===== src/rtl/decode_stage_if.sv =====
// Fetch-to-execute handshake bundle around the decode stage.
// slave is the decode stage's view; master is the surrounding pipeline's view.
interface decode_stage_if #(
  parameter int unsigned XLEN = 32
) ();
   logic            in_valid;
   logic            in_ready;
   logic [31:0]     in_inst;
   logic [XLEN-1:0] in_pc;
   logic            flush;
   logic            out_valid;
   logic            out_ready;
   logic [XLEN-1:0] out_pc;
   logic            write_en;
   logic            mem_write_en;
   logic            mem_read_en;
   logic            alu_src1_from_pc;
   logic            alu_src2_from_imm;
   logic            branch_inst;
   logic            jump_inst;
   logic            illegal_inst;
   logic [4:0]      write_addr;
   logic [4:0]      read_addr1;
   logic [4:0]      read_addr2;
   logic [XLEN-1:0] immediate;
   logic [2:0]      funct3;
   logic [3:0]      alu_opcode;

   modport slave (
      input  in_valid, in_inst, in_pc, flush, out_ready,
      output in_ready, out_valid, out_pc, write_en, mem_write_en, mem_read_en,
             alu_src1_from_pc, alu_src2_from_imm, branch_inst, jump_inst, illegal_inst,
             write_addr, read_addr1, read_addr2, immediate, funct3, alu_opcode
   );

   modport master (
      output in_valid, in_inst, in_pc, flush, out_ready,
      input  in_ready, out_valid, out_pc, write_en, mem_write_en, mem_read_en,
             alu_src1_from_pc, alu_src2_from_imm, branch_inst, jump_inst, illegal_inst,
             write_addr, read_addr1, read_addr2, immediate, funct3, alu_opcode
   );
endinterface


===== src/rtl/decode_stage.sv =====
// RV32I/RV64I base decode stage: combinational decode into a one-entry output register
// with valid/ready handshake, flush and synchronous reset.
module decode_stage #(
  parameter int unsigned XLEN = 32
) (
   input logic          clk,
   input logic          reset,
   decode_stage_if.slave bus
);

   localparam logic [6:0] OpcOpImm  = 7'b0010011;
   localparam logic [6:0] OpcOp     = 7'b0110011;
   localparam logic [6:0] OpcBranch = 7'b1100011;
   localparam logic [6:0] OpcStore  = 7'b0100011;
   localparam logic [6:0] OpcLoad   = 7'b0000011;
   localparam logic [6:0] OpcLui    = 7'b0110111;
   localparam logic [6:0] OpcAuipc  = 7'b0010111;
   localparam logic [6:0] OpcJal    = 7'b1101111;
   localparam logic [6:0] OpcJalr   = 7'b1100111;

   function automatic logic [XLEN-1:0] sext(input logic [31:0] v);
      logic [XLEN-1:0] r;
      r       = {XLEN{v[31]}};
      r[31:0] = v;
      return r;
   endfunction

   logic [31:0]     inst;
   logic [6:0]      opcode;
   logic [2:0]      f3;
   logic [31:0]     imm_i, imm_s, imm_b, imm_u, imm_j;
   logic            d_we, d_mw, d_mr, d_s1pc, d_s2imm, d_br, d_jmp, d_ill;
   logic [4:0]      d_rs1;
   logic [XLEN-1:0] d_imm;
   logic [3:0]      d_aop;
   logic            accept;

   assign inst   = bus.in_inst;
   assign opcode = inst[6:0];
   assign f3     = inst[14:12];
   assign imm_i  = {{20{inst[31]}}, inst[31:20]};
   assign imm_s  = {{20{inst[31]}}, inst[31:25], inst[11:7]};
   assign imm_b  = {{19{inst[31]}}, inst[31], inst[7], inst[30:25], inst[11:8], 1'b0};
   assign imm_u  = {inst[31:12], 12'b0};
   assign imm_j  = {{11{inst[31]}}, inst[31], inst[19:12], inst[20], inst[30:21], 1'b0};

   always_comb begin
      d_we    = 1'b0;
      d_mw    = 1'b0;
      d_mr    = 1'b0;
      d_s1pc  = 1'b0;
      d_s2imm = 1'b0;
      d_br    = 1'b0;
      d_jmp   = 1'b0;
      d_ill   = 1'b0;
      d_rs1   = inst[19:15];
      d_imm   = '0;
      d_aop   = 4'b0000;
      unique case (opcode)
         OpcOpImm: begin
            d_we    = 1'b1;
            d_s2imm = 1'b1;
            d_imm   = sext(imm_i);
            d_aop   = {inst[30] & (f3 == 3'b101), f3};
         end
         OpcOp: begin
            d_we  = 1'b1;
            d_aop = {inst[30], f3};
         end
         OpcBranch: begin
            d_br  = 1'b1;
            d_imm = sext(imm_b);
         end
         OpcStore: begin
            d_mw    = 1'b1;
            d_s2imm = 1'b1;
            d_imm   = sext(imm_s);
         end
         OpcLoad: begin
            d_we    = 1'b1;
            d_mr    = 1'b1;
            d_s2imm = 1'b1;
            d_imm   = sext(imm_i);
         end
         OpcLui: begin
            d_we    = 1'b1;
            d_s2imm = 1'b1;
            d_imm   = sext(imm_u);
            d_rs1   = 5'd0;
         end
         OpcAuipc: begin
            d_we    = 1'b1;
            d_s1pc  = 1'b1;
            d_s2imm = 1'b1;
            d_imm   = sext(imm_u);
         end
         OpcJal: begin
            d_we  = 1'b1;
            d_jmp = 1'b1;
            d_imm = sext(imm_j);
         end
         OpcJalr: begin
            if (f3 == 3'b000) begin
               d_we    = 1'b1;
               d_jmp   = 1'b1;
               d_s2imm = 1'b1;
               d_imm   = sext(imm_i);
            end else begin
               d_ill = 1'b1;
            end
         end
         default: d_ill = 1'b1;
      endcase
      // x0 is never a write target
      if (inst[11:7] == 5'd0) d_we = 1'b0;
   end

   assign bus.in_ready = (!bus.out_valid || bus.out_ready) && !reset;
   assign accept       = bus.in_valid && bus.in_ready;

   always_ff @(posedge clk) begin
      if (reset) begin
         bus.out_valid         <= 1'b0;
         bus.out_pc            <= '0;
         bus.write_en          <= 1'b0;
         bus.mem_write_en      <= 1'b0;
         bus.mem_read_en       <= 1'b0;
         bus.alu_src1_from_pc  <= 1'b0;
         bus.alu_src2_from_imm <= 1'b0;
         bus.branch_inst       <= 1'b0;
         bus.jump_inst         <= 1'b0;
         bus.illegal_inst      <= 1'b0;
         bus.write_addr        <= 5'd0;
         bus.read_addr1        <= 5'd0;
         bus.read_addr2        <= 5'd0;
         bus.immediate         <= '0;
         bus.funct3            <= 3'd0;
         bus.alu_opcode        <= 4'd0;
      end else if (bus.flush) begin
         bus.out_valid <= 1'b0;
      end else if (accept) begin
         bus.out_valid         <= 1'b1;
         bus.out_pc            <= bus.in_pc;
         bus.write_en          <= d_we;
         bus.mem_write_en      <= d_mw;
         bus.mem_read_en       <= d_mr;
         bus.alu_src1_from_pc  <= d_s1pc;
         bus.alu_src2_from_imm <= d_s2imm;
         bus.branch_inst       <= d_br;
         bus.jump_inst         <= d_jmp;
         bus.illegal_inst      <= d_ill;
         bus.write_addr        <= inst[11:7];
         bus.read_addr1        <= d_rs1;
         bus.read_addr2        <= inst[24:20];
         bus.immediate         <= d_imm;
         bus.funct3            <= f3;
         bus.alu_opcode        <= d_aop;
      end else if (bus.out_ready) begin
         bus.out_valid <= 1'b0;
      end
   end

endmodule


===== src/flat_wrapper.sv =====
// flat-port wrapper written by rule: the top's interface ports become plain ports
module decode_stage_flat 
#(
  parameter int unsigned XLEN = 32
)
  (clk, reset, bus_in_valid, bus_in_inst, bus_in_pc, bus_flush, bus_out_ready, bus_in_ready, bus_out_valid, bus_out_pc, bus_write_en, bus_mem_write_en, bus_mem_read_en, bus_alu_src1_from_pc, bus_alu_src2_from_imm, bus_branch_inst, bus_jump_inst, bus_illegal_inst, bus_write_addr, bus_read_addr1, bus_read_addr2, bus_immediate, bus_funct3, bus_alu_opcode);
  decode_stage_if #(.XLEN(XLEN)) bus_i ();
  input logic clk;
  input logic reset;
  input wire logic [$bits(bus_i.in_valid)-1:0] bus_in_valid;
  input wire logic [$bits(bus_i.in_inst)-1:0] bus_in_inst;
  input wire logic [$bits(bus_i.in_pc)-1:0] bus_in_pc;
  input wire logic [$bits(bus_i.flush)-1:0] bus_flush;
  input wire logic [$bits(bus_i.out_ready)-1:0] bus_out_ready;
  output wire logic [$bits(bus_i.in_ready)-1:0] bus_in_ready;
  output wire logic [$bits(bus_i.out_valid)-1:0] bus_out_valid;
  output wire logic [$bits(bus_i.out_pc)-1:0] bus_out_pc;
  output wire logic [$bits(bus_i.write_en)-1:0] bus_write_en;
  output wire logic [$bits(bus_i.mem_write_en)-1:0] bus_mem_write_en;
  output wire logic [$bits(bus_i.mem_read_en)-1:0] bus_mem_read_en;
  output wire logic [$bits(bus_i.alu_src1_from_pc)-1:0] bus_alu_src1_from_pc;
  output wire logic [$bits(bus_i.alu_src2_from_imm)-1:0] bus_alu_src2_from_imm;
  output wire logic [$bits(bus_i.branch_inst)-1:0] bus_branch_inst;
  output wire logic [$bits(bus_i.jump_inst)-1:0] bus_jump_inst;
  output wire logic [$bits(bus_i.illegal_inst)-1:0] bus_illegal_inst;
  output wire logic [$bits(bus_i.write_addr)-1:0] bus_write_addr;
  output wire logic [$bits(bus_i.read_addr1)-1:0] bus_read_addr1;
  output wire logic [$bits(bus_i.read_addr2)-1:0] bus_read_addr2;
  output wire logic [$bits(bus_i.immediate)-1:0] bus_immediate;
  output wire logic [$bits(bus_i.funct3)-1:0] bus_funct3;
  output wire logic [$bits(bus_i.alu_opcode)-1:0] bus_alu_opcode;
  assign bus_i.in_valid = bus_in_valid;
  assign bus_i.in_inst = bus_in_inst;
  assign bus_i.in_pc = bus_in_pc;
  assign bus_i.flush = bus_flush;
  assign bus_i.out_ready = bus_out_ready;
  assign bus_in_ready = bus_i.in_ready;
  assign bus_out_valid = bus_i.out_valid;
  assign bus_out_pc = bus_i.out_pc;
  assign bus_write_en = bus_i.write_en;
  assign bus_mem_write_en = bus_i.mem_write_en;
  assign bus_mem_read_en = bus_i.mem_read_en;
  assign bus_alu_src1_from_pc = bus_i.alu_src1_from_pc;
  assign bus_alu_src2_from_imm = bus_i.alu_src2_from_imm;
  assign bus_branch_inst = bus_i.branch_inst;
  assign bus_jump_inst = bus_i.jump_inst;
  assign bus_illegal_inst = bus_i.illegal_inst;
  assign bus_write_addr = bus_i.write_addr;
  assign bus_read_addr1 = bus_i.read_addr1;
  assign bus_read_addr2 = bus_i.read_addr2;
  assign bus_immediate = bus_i.immediate;
  assign bus_funct3 = bus_i.funct3;
  assign bus_alu_opcode = bus_i.alu_opcode;
  decode_stage #(.XLEN(XLEN)) u_core (.clk(clk), .reset(reset), .bus(bus_i));
endmodule

===== config.mk =====
export PLATFORM = sky130hd
export DESIGN_NAME = decode_stage_flat
export DESIGN_NICKNAME = d
export VERILOG_FILES = /design/src/rtl/decode_stage_if.sv /design/src/rtl/decode_stage.sv /design/src/flat_wrapper.sv
export SDC_FILE = /design/constraint.sdc
export NUM_CORES = 1
export LEC_CHECK = 0
export ABC_AREA = 1
export CAP_MARGIN = 20
export CELL_PAD_IN_SITES_DETAIL_PLACEMENT = 1
export CELL_PAD_IN_SITES_GLOBAL_PLACEMENT = 1
export CORE_MARGIN = 2
export CORE_UTILIZATION = 30
export DETAILED_ROUTE_END_ITERATION = 7
export PLACE_DENSITY = 0.76
export SLEW_MARGIN = 15
export SYNTH_ARGS = -nofsm -noshare
export SYNTH_HDL_FRONTEND = slang
export SYNTH_SLANG_ARGS = --single-unit

===== constraint.sdc =====
create_clock -name clk -period 1.62 [get_ports clk]
set_input_delay 0.243 -clock clk [delete_from_list [all_inputs] [get_ports clk]]
set_output_delay 0.243 -clock clk [all_outputs]
set_load 0.01 [all_outputs]

==> results.json <==
{
  "status": "finished clean",
  "netlist.area_leader.share_pct": 45.2,
  "drv_slew": 0,
  "fin_crit_ns": 1.56,
  "finalHoldViolations": 0,
  "vias": 4691,
  "cp.depth": 1,
  "clock_sinks": 95,
  "max_cap_violations": 0,
  "cp_slowest_cell": "clkdlybuf4s50_1",
  "cts_tree": "yes",
  "antenna_found_initial": 0,
  "ant_nets": 0,
  "synth_edf_count": 0,
  "wl_um": 15600,
  "post-place-ws_ns": -0.261,
  "final_layout_size_suffix_gt1_share_pct": 11.8,
  "nFillCells": 1698,
  "setup_viol": 0,
  "antenna_cells": 0,
  "startpoint": "u_core.bus.immediate[20]",
  "slew_headroom_pct": 72.7,
  "htreeDepth": 3,
  "dieArea_um2": 15000,
  "dieWidth_um": 122,
  "ys_ff_latch": 95,
  "synth_area_leader_cell": "dfxtp_1",
  "critPathMaxFanout": 2,
  "rrSetupSlack_ns": 0.34,
  "ys.flop_type": "dfxtp_1",
  "min_to": "u_core.bus.out_valid",
  "synthTopCellsByArea": "dfxtp_1 45%, nand2_1 16%, a21oi_1 10%, nand3_1 8.3%, nor2_1 3.3%",
  "syn_avg_cell_area_um2": 7.16,
  "path_buf_inv": 1,
  "netlist_instances": 588,
  "fp-row-count": 43,
  "fp.dieH_um": 122,
  "cp-end-kind": "output port",
  "grt_usage_pct": 20.9,
  "drc_errors": 0,
  "stdcell_area_um2": 6680,
  "ys_top_cells_by_count": "174 x nand2_1, 95 x dfxtp_1, 87 x a21oi_1",
  "clock.fmax_mhz": 640,
  "place_congestion": 0.863,
  "syn_area_um2": 4210,
  "ys_seq_area_share_pct": 45.2,
  "multi_input_area_um2": 2010,
  "finalSetupTns_ns": 0,
  "io_pins": 165,
  "grt_max_degree": 89,
  "hold_depth": 2,
  "clkTransAtPathRegs_ns": 0.07,
  "holdCritStartpoint": "reset",
  "ys_types": 31,
  "crit_family": "buffers and inverters",
  "viasPerCell": 4.89,
  "critPathKind": "flop to output port",
  "placed_area_um2": 6350,
  "p_total_mw": 5.36,
  "r2r_start": "u_core.bus.out_valid",
  "setup_slack_ns": 0.0580,
  "clkLatencyLatePin_ns": 0.35,
  "yosysMostFrequentCell": "nand2_1",
  "final-seq-area_um2": 1900,
  "skew_ns": 0.00730,
  "required_ns": 1.38,
  "worst-slew-pin-transition_ns": 0.409,
  "hold_buffers": 0,
  "grt_pass1_wl_um": 24500,
  "start_util_pct": 30.6,
  "crit_arrival_ns": 1.32,
  "crit_path_start_kind": "flop",
  "synth_nets": 657,
  "final_util_pct": 48.5,
  "numCtsBuffers": 9,
  "finalCritPeriodShare_pct": 96.4,
  "fin_nets": 843,
  "grt.overflow.total": 0,
  "ir_drop_uv": 392,
  "cp_cell_sequence": "clkdlybuf4s50_1",
  "cts_buffer_depth": 2,
  "r2r_end": "u_core.bus.read_addr1[3]",
  "rsz0062_at_grt": "true",
  "first_pass_iters": 4,
  "p_leak_nw": 2.62,
  "root_buffer": "clkbuf_16",
  "area_growth_pct": 58.8,
  "io_buffer_count": 164,
  "drt_iter0_drc": 256,
  "max_stage_delay_ns": 0.56,
  "post_cts_buffers": 0,
  "p_per_area_nw_per_um2": 802,
  "first_global_vias": 4778,
  "wl_per_cell_um": 16.3,
  "coreArea_um2": 13800,
  "r2r_cells": 7,
  "dp_hpwl_um": 11800,
  "synth-async-reset-ratio_pct": 0,
  "hp-class": "input pin to flop",
  "yosys_warnings": 0
}
## through the flow
| step | instances | hold slack (ns) |
|---|---|---|
| floorplan | 588 | 0.320 |
| global placement | 943 | 0.452 |
| detailed placement | 943 | 0.458 |
| CTS | 959 | 0.180 |
| global route | 959 | 0.194 |
| finish | 959 | 0.174 |
## placed cells by master, fill, tap and decap left out, types with 9 or more instances in the layout
cell type,count
nand3_1,68
buf_12,9
o21ai_0,9
o21ai_1,12
inv_1,27
clkbuf_16,9
nor2_1,35
clkdlybuf4s50_1,161
nand2_1,173
a21oi_1,87
dfxtp_1,95
buf_4,40
## report_power, final
| group | switching [mW] | total [mW] | leakage (nW) | internal [mW] |
|---|---|---|---|---|
| combinational | 0.337 | 0.695 | 1.70 | 0.358 |
| clock | 0.985 | 2.25 | 0.152 | 1.26 |
| sequential | 0.0290 | 2.42 | 0.770 | 2.39 |
## worst register-to-register path, stage by stage (launching register included)
cell     delay [ns]
dfxtp_1        0.37
nand2_1        0.10
nand3_4        0.09
buf_12         0.17
a21oi_1        0.07
buf_4          0.16
a22oi_1        0.16
nor2_1         0.06
## kinds of logic (layout without fill, tap and decap cells)
family / count (synthesis) / count (layout) / synth area share, %
compound gates: 117 / 117 / 14.5
simple gates: 307 / 307 / 32.4
buf+inv: 69 / 260 / 7.94
flops: 95 / 95 / 45.2
## worst max-delay path by stage
stage                                     endpoint  slack [ns]
final                            bus_immediate[20]        0.06
after global routing       u_core.bus.immediate[5]      -0.007
after CTS                        bus_immediate[31]        0.08
after detailed placement  u_core.bus.immediate[30]       -0.26
after global placement    u_core.bus.immediate[11]       -0.22
after floorplan               u_core.bus.jump_inst        0.35
## sequential cells by signal, indices dropped and copies added (netlist names), 3 cells and up
| signal | count |
|---|---|
| u_core.bus.funct3 | 3 |
| u_core.bus.read_addr1 | 5 |
| u_core.bus.read_addr2 | 5 |
| u_core.bus.write_addr | 5 |
| u_core.bus.immediate | 32 |
| u_core.bus.alu_opcode | 4 |
| u_core.bus.out_pc | 32 |
## what timing repair did
item / 4_1_cts / 5_1_grt
resized for setup: 1 / 9
pin swaps: 0 / 1
endpoints found under the setup margin: 1 / 18
## cell type report
class                           count  area share, %
Multi-Input combinational cell    424           30.0
Sequential cell                    95           28.5
Inverter                           31           1.74
Clock inverter                      6           1.12
Timing Repair Buffer              213           31.7
Tap cell                          180           3.37
Clock buffer                       10           3.58
## layer usage
layer	track usage [%]	wire [um]	vias up
met5	0	0	-
met4	7.97	369	0
met2	36.3	7850	121
li1	-	-	2301
met1	25.4	6660	2246
met3	4.23	752	23
Note: power is estimated with default switching activity, not from simulation.
